[src/rtl/ps2_host_tx_pkg.sv]
// Shared types and constants for the PS/2 host transmitter and its line conditioner.
package ps2_host_tx_pkg;

  typedef enum logic [2:0] {
    ST_IDLE      = 3'd0,
    ST_INHIBIT   = 3'd1,
    ST_REQ       = 3'd2,
    ST_SEND      = 3'd3,
    ST_ACK       = 3'd4,
    ST_WAIT_IDLE = 3'd5
  } state_e;

  localparam logic [7:0] PS2_CMD_RESET  = 8'hFF;
  localparam logic [7:0] PS2_CMD_ENABLE = 8'hF4;
  localparam logic [7:0] PS2_CMD_SETLED = 8'hED;
  localparam logic [7:0] PS2_RSP_ACK    = 8'hFA;
  localparam logic [7:0] PS2_RSP_RESEND = 8'hFE;

  // PS/2 frames carry odd parity over the eight data bits.
  function automatic logic odd_parity(input logic [7:0] d);
    return ~^d;
  endfunction

endpackage

[src/rtl/ps2_line_sync.sv]
// Two-flop synchronizer, FILTER-sample debounce and falling-edge detect for one PS/2 line.
module ps2_line_sync #(
  parameter int unsigned FILTER = 8
) (
  input  logic clk,
  input  logic reset,
  input  logic din,
  output logic filt_o,
  output logic fall_c
);

  localparam int unsigned CNT_W = $clog2(FILTER + 1);

  logic             s1_q, s2_q;
  logic             filt_q, filt_d;
  logic [CNT_W-1:0] cnt_q, cnt_d;
  logic             fall_d;

  // Count consecutive synced samples that disagree with the filtered level.
  always_comb begin
    filt_d = filt_q;
    cnt_d  = '0;
    fall_d = 1'b0;
    if (s2_q != filt_q) begin
      if (cnt_q == CNT_W'(FILTER - 1)) begin
        filt_d = s2_q;
        fall_d = filt_q;
      end else begin
        cnt_d = cnt_q + CNT_W'(1);
      end
    end
  end

  // Synchronizer and filter state; idle bus level is high.
  always_ff @(posedge clk) begin
    if (reset) begin
      s1_q   <= 1'b1;
      s2_q   <= 1'b1;
      filt_q <= 1'b1;
      cnt_q  <= '0;
    end else begin
      s1_q   <= din;
      s2_q   <= s1_q;
      filt_q <= filt_d;
      cnt_q  <= cnt_d;
    end
  end

  assign filt_o = filt_q;
  assign fall_c = fall_d;

endmodule

[src/rtl/ps2_host_tx.sv]
// PS/2 host-to-device command transmitter: inhibit, request-to-send, 8N1+odd frame, ACK check.
module ps2_host_tx
  import ps2_host_tx_pkg::*;
#(
  parameter int unsigned CLK_FREQ    = 50000000,
  parameter int unsigned INHIBIT_US  = 100,
  parameter int unsigned TIMEOUT_CYC = 750000,
  parameter int unsigned FILTER      = 8
) (
  input  logic       clk,
  input  logic       reset,
  input  logic [7:0] tx_data,
  input  logic       tx_valid,
  output logic       tx_ready,
  input  logic       ps2_clk_in,
  input  logic       ps2_dat_in,
  output logic       ps2_clk_oe,
  output logic       ps2_dat_oe,
  output logic       busy,
  output logic       done,
  output logic       ack_err,
  output logic       timeout_err
);

  localparam int unsigned INHIBIT_CYC = CLK_FREQ / 1000000 * INHIBIT_US;
  localparam int unsigned CNT_MAX     = (INHIBIT_CYC > TIMEOUT_CYC) ? INHIBIT_CYC : TIMEOUT_CYC;
  localparam int unsigned CNT_W       = $clog2(CNT_MAX + 1);

  state_e           state_q, state_d;
  logic [CNT_W-1:0] cnt_q, cnt_d;
  logic [3:0]       bitcnt_q, bitcnt_d, bit_next;
  logic [7:0]       shreg_q, shreg_d;
  logic             parity_q, parity_d;
  logic             clk_oe_q, clk_oe_d;
  logic             dat_oe_q, dat_oe_d;
  logic             done_q, done_d;
  logic             ack_err_q, ack_err_d;
  logic             to_err_q, to_err_d;
  logic             ready_q, ready_d;
  logic             busy_q, busy_d;
  logic             dat_s1_q, dat_s2_q;
  logic             fclk, fall;
  logic             timeout_hit;

  ps2_line_sync #(.FILTER(FILTER)) u_clk_sync (
    .clk    (clk),
    .reset  (reset),
    .din    (ps2_clk_in),
    .filt_o (fclk),
    .fall_c (fall)
  );

  // Next-state and registered-output logic for the frame sequencer.
  always_comb begin
    state_d     = state_q;
    cnt_d       = cnt_q;
    bitcnt_d    = bitcnt_q;
    shreg_d     = shreg_q;
    parity_d    = parity_q;
    clk_oe_d    = clk_oe_q;
    dat_oe_d    = dat_oe_q;
    done_d      = 1'b0;
    ack_err_d   = 1'b0;
    to_err_d    = 1'b0;
    bit_next    = bitcnt_q + 4'd1;
    timeout_hit = (state_q inside {ST_REQ, ST_SEND, ST_ACK, ST_WAIT_IDLE}) &&
                  (cnt_q == CNT_W'(TIMEOUT_CYC - 1));

    case (state_q)
      ST_IDLE: begin
        clk_oe_d = 1'b0;
        dat_oe_d = 1'b0;
        if (tx_valid && ready_q) begin
          shreg_d  = tx_data;
          parity_d = odd_parity(tx_data);
          cnt_d    = '0;
          clk_oe_d = 1'b1;
          state_d  = ST_INHIBIT;
        end
      end
      ST_INHIBIT: begin
        if (cnt_q == CNT_W'(INHIBIT_CYC - 1)) begin
          clk_oe_d = 1'b0;
          dat_oe_d = 1'b1;
          cnt_d    = '0;
          bitcnt_d = 4'd0;
          state_d  = ST_REQ;
        end else begin
          cnt_d = cnt_q + CNT_W'(1);
        end
      end
      ST_REQ, ST_SEND: begin
        cnt_d = cnt_q + CNT_W'(1);
        if (fall) begin
          bitcnt_d = bit_next;
          state_d  = ST_SEND;
          if (bit_next <= 4'd8) begin
            dat_oe_d = ~shreg_q[bitcnt_q[2:0]];
          end else if (bit_next == 4'd9) begin
            dat_oe_d = ~parity_q;
          end else begin
            dat_oe_d = 1'b0;
            state_d  = ST_ACK;
          end
        end
      end
      ST_ACK: begin
        cnt_d = cnt_q + CNT_W'(1);
        if (fall) begin
          if (dat_s2_q) begin
            ack_err_d = 1'b1;
            state_d   = ST_IDLE;
          end else begin
            state_d = ST_WAIT_IDLE;
          end
        end
      end
      ST_WAIT_IDLE: begin
        cnt_d = cnt_q + CNT_W'(1);
        if (fclk && dat_s2_q) begin
          done_d  = 1'b1;
          state_d = ST_IDLE;
        end
      end
      default: begin
        clk_oe_d = 1'b0;
        dat_oe_d = 1'b0;
        state_d  = ST_IDLE;
      end
    endcase

    // Timeout overrides any bit activity in the same cycle.
    if (timeout_hit) begin
      state_d   = ST_IDLE;
      clk_oe_d  = 1'b0;
      dat_oe_d  = 1'b0;
      done_d    = 1'b0;
      ack_err_d = 1'b0;
      to_err_d  = 1'b1;
      cnt_d     = '0;
    end

    ready_d = (state_d == ST_IDLE);
    busy_d  = (state_d != ST_IDLE);
  end

  // State, counters, data-line synchronizer and registered outputs.
  always_ff @(posedge clk) begin
    if (reset) begin
      state_q   <= ST_IDLE;
      cnt_q     <= '0;
      bitcnt_q  <= 4'd0;
      shreg_q   <= 8'd0;
      parity_q  <= 1'b0;
      clk_oe_q  <= 1'b0;
      dat_oe_q  <= 1'b0;
      done_q    <= 1'b0;
      ack_err_q <= 1'b0;
      to_err_q  <= 1'b0;
      ready_q   <= 1'b1;
      busy_q    <= 1'b0;
      dat_s1_q  <= 1'b1;
      dat_s2_q  <= 1'b1;
    end else begin
      state_q   <= state_d;
      cnt_q     <= cnt_d;
      bitcnt_q  <= bitcnt_d;
      shreg_q   <= shreg_d;
      parity_q  <= parity_d;
      clk_oe_q  <= clk_oe_d;
      dat_oe_q  <= dat_oe_d;
      done_q    <= done_d;
      ack_err_q <= ack_err_d;
      to_err_q  <= to_err_d;
      ready_q   <= ready_d;
      busy_q    <= busy_d;
      dat_s1_q  <= ps2_dat_in;
      dat_s2_q  <= dat_s1_q;
    end
  end

  assign tx_ready    = ready_q;
  assign busy        = busy_q;
  assign ps2_clk_oe  = clk_oe_q;
  assign ps2_dat_oe  = dat_oe_q;
  assign done        = done_q;
  assign ack_err     = ack_err_q;
  assign timeout_err = to_err_q;

endmodule

[config.mk]
export PLATFORM = sky130hd
export DESIGN_NAME = ps2_host_tx
export DESIGN_NICKNAME = d
export VERILOG_FILES = /design/src/rtl/ps2_host_tx_pkg.sv /design/src/rtl/ps2_line_sync.sv /design/src/rtl/ps2_host_tx.sv
export SDC_FILE = /design/constraint.sdc
export NUM_CORES = 1
export LEC_CHECK = 0
export CAP_MARGIN = 0
export CORE_MARGIN = 2
export CORE_UTILIZATION = 62
export CTS_CLUSTER_SIZE = 16
export DETAILED_ROUTE_END_ITERATION = 12
export PLACE_DENSITY_LB_ADDON = 0.15
export SLEW_MARGIN = 40
export SYNTH_ARGS = -nofsm -noshare
export SYNTH_HDL_FRONTEND = slang
export SYNTH_SLANG_ARGS = --single-unit
[constraint.sdc]
create_clock -name clk -period 2.9 [get_ports clk]
set_input_delay 0.725 -clock clk [delete_from_list [all_inputs] [get_ports clk]]
set_output_delay 0.725 -clock clk [all_outputs]
set_load 0.005 [all_outputs]
==> results_dict.tcl <==
set metrics [dict create \
    cp_slowest_cell "or4b_4" \
    ant_nets 0 \
    diodes 0 \
    r2r_setup_slack_ns 0.63 \
    post_cts_buffers 0 \
    design_area_sq_um 2940 \
    worst_slack_ns 0.628 \
    pwr-share-seq_pct 56.5 \
    hold_viol 0 \
    grt_start_max_net_pins 25 \
    yosysWarnings 0 \
    rsz0062_at_grt "false" \
    start_kind "flip-flop" \
    finalNetCount 341 \
    min_from "dat_s1_q" \
    grt_overflow 0 \
    cts_tree "built" \
    finalSetupViolations 0 \
    intPower_mw 1.00 \
    avgSynthCellArea_sq_um 8.55 \
    grt_pass1_vias 1943 \
    antenna_found_initial 0 \
    swShare_pct 24.5 \
    tns_ns 0 \
    core_area_sq_um 4060 \
    worstRegToRegCells 6 \
    vias 2272 \
    fmax_mhz 440 \
    place_congestion 0.892 \
    cp_top_family "simple AND/OR/NAND/NOR gates" \
    synth.top_cells.by_area "dfxtp_1, nand2_1, xnor2_1" \
    drc 0 \
    max_slew_margin_pct 55.5 \
    synth_flop_cell "dfxtp_1" \
    drive_gt1_share_pct 8.02 \
    gr-usage-all-layers_pct 22.6 \
    cts_max_level 2 \
    crit_buf_inv 1 \
    ys_seq_area_share_pct 39.5 \
    drv_cap 0 \
    cp_data_arrival_time_ns 2.45 \
    min_path_cells 1 \
    r2r-end "cnt_q[6]" \
    post-route-period-util_pct 78.3 \
    postCtsHoldBufs 0 \
    required_ns 3.07 \
    r2r_start "cnt_q[4]" \
    syn_area_sq_um 2630 \
    dpl-instance-area_sq_um 2840 \
    postCtsResizedCells 0 \
    synth_top_area_share_pct 39.5 \
    p_sw_uw 325 \
    status "finished clean" \
    pwr-share-comb_pct 11.7 \
    row_count 23 \
    wl_mm 5.32 \
    dieArea_sq_um 4780 \
    wire_per_inst_um 14.2 \
    synth_cells 308 \
    async_flop_share_pct 0 \
    hpwl_mm 3.85 \
    drt_iter0_drc 185 \
    max_slew.worst_pin.slew_ns 0.667 \
    cts.clk_slew.worst_paths_ns 0.09 \
    cts_buffer_depth 2 \
    worstSetupPathType "flip-flop to flip-flop" \
    die_y_um 69.2 \
    start_util_pct 64.9 \
    cp_cell_sequence "or4b_4, nor4_1, nand3_1, nand2b_1, buf_4, a311oi_1" \
    drt_first_pass_iters 4 \
    p_leak_nw 1.00 \
    period_needed_ns 2.27 \
    syn2layout_area_growth_pct 11.5 \
    port_buffers 19 \
    endpoint_kind "flip-flop" \
    syn-num-nets 326 \
    synth_edf_count 0 \
    avgViaCountPerCell 6.07 \
    fillCellCount 329 \
    drv_slew 0 \
    hold_class "flip-flop to flip-flop" \
    yosysTopAreaCell "dfxtp_1" \
    grt_pass1_wl_mm 9.08 \
    cts_sinks 52 \
    dp_slack_ns 0.445 \
    p_clk_share_pct 31.8 \
    fin_skew_ns 0.00423 \
    num_io_pins 20 \
    cpPeakStageDelay_ns 0.59 \
    ir_worst_vdd_mv 0.356 \
    pwr_density_cell_nw_per_um2 452 \
    synthDistinctLibCells 55 \
    clk_latency_ns 0.30 \
    die_w_um 69.2 \
    numCtsBuffers 5 \
    synth-seq-cells 52 \
    cts_root_buf "clkbuf_8" \
    crit_path_max_fanout 13 \
    holdPathEnd "dat_s2_q" \
    total_power_mw 1.33 \
]
cell families after synthesis:
family                   count (synthesis)  share of synthesized area [%]
AND/OR/NAND/NOR                        142                           27.9
AO/OA/AOI/OAI                           63                           17.2
flip-flops                              52                           39.5
buffers and inverters                   24                           4.56
XOR/XNOR                                19                           6.32
adder cells (fa/ha/maj)                  5                           2.38
multiplexers                             3                           2.09
power by group through the flow:
stage	clock [mW]	combinational [mW]	sequential, mW
2_1_floorplan	0	0.105	0.762
3_3_place_gp	0	0.152	0.764
3_5_place_dp	0	0.155	0.765
4_1_cts	0.434	0.156	0.749
5_1_grt	0.468	0.171	0.752
6_report	0.422	0.155	0.749
sequential cells by signal (all words and copies together), names as in the netlist:
signal,cells
ps2_dat_oe,1
dat_s1_q,1
state_q,3
done,1
tx_ready,1
ps2_clk_oe,1
dat_s2_q,1
u_clk_sync.s2_q,1
u_clk_sync.s1_q,1
busy,1
timeout_err,1
cnt_q,20
ack_err,1
u_clk_sync.filt_o,1
shreg_q,8
bitcnt_q,4
u_clk_sync.cnt_q,4
parity_q,1
how the worst max path moves through the flow:
stage           startpoint          to  slack [ns]  depth (start not counted)
2_1_floorplan  bitcnt_q[0]  ps2_dat_oe        0.91                          6
3_3_place_gp      tx_valid   cnt_q[18]        0.45                          6
3_5_place_dp      tx_valid   cnt_q[18]        0.44                          6
4_1_cts           cnt_q[4]    cnt_q[6]        0.64                          6
5_1_grt           cnt_q[4]    cnt_q[6]        0.54                          6
6_report          cnt_q[4]    cnt_q[6]        0.63                          6
synthesized netlist by cell type (all sizes together), types with 2 or more instances:
library cell  number
nor4              10
or2                4
a211oi             7
a41oi              4
a21o               2
and3               9
o21ai              4
dfxtp             52
buf                8
or2b               3
nand2b             4
nand4              3
and2               2
a31oi              7
nand4b             2
clkbuf             8
mux4               2
or3                3
xnor2             17
xor2               2
nand3             11
nor3               4
nor2              32
a21oi             20
nand2             46
nor2b              3
a311oi             7
and4               2
inv                8
ha                 5
per-layer routing:
layer	vias up	track usage, %	share of wire (%)
li1	1136	-	-
met1	1052	34.8	49
met2	77	32.4	43
met3	7	4.39	6.3
met4	0	5.45	0.83
met5	-	0	0
layout by cell type, fill, tap and decap left out, drive strengths merged, types with 3 or more instances in the layout:
cell type	netlist	routed
inv	8	8
a311oi	7	7
nand2	46	46
nor3	4	4
nand3	11	11
nand2b	4	4
nand4	3	3
and3	9	9
a31oi	7	7
buf	8	5
dfxtp	52	52
ha	5	5
xnor2	17	17
o21ai	4	4
nor2	32	32
nor4	10	10
clkdlybuf4s50	0	19
or2b	3	3
or2	4	4
a211oi	7	7
nor2b	3	3
or3	3	3
clkbuf	8	7
a41oi	4	4
a21oi	20	20
through the flow:
step           cells  util (%)  hold slack (ns)
6_report         374      72.3            0.427
5_1_grt          374      72.3            0.448
4_1_cts          374      72.3            0.430
3_5_place_dp     366      70.0            0.403
3_3_place_gp     366      69.8            0.395
2_1_floorplan    308         -            0.389
area by class of cell:
cell class	count	area, sq um	area share (%)
clock buffers	7	86.3	2.94
clock inverters	1	7.51	0.256
inverters	8	30.0	1.02
multi-input cells	232	1480	50.4
flip-flops and latches	52	1040	35.5
well taps	50	62.6	2.13
repair buffers	24	228	7.76
(Power assumes the default switching activity.)
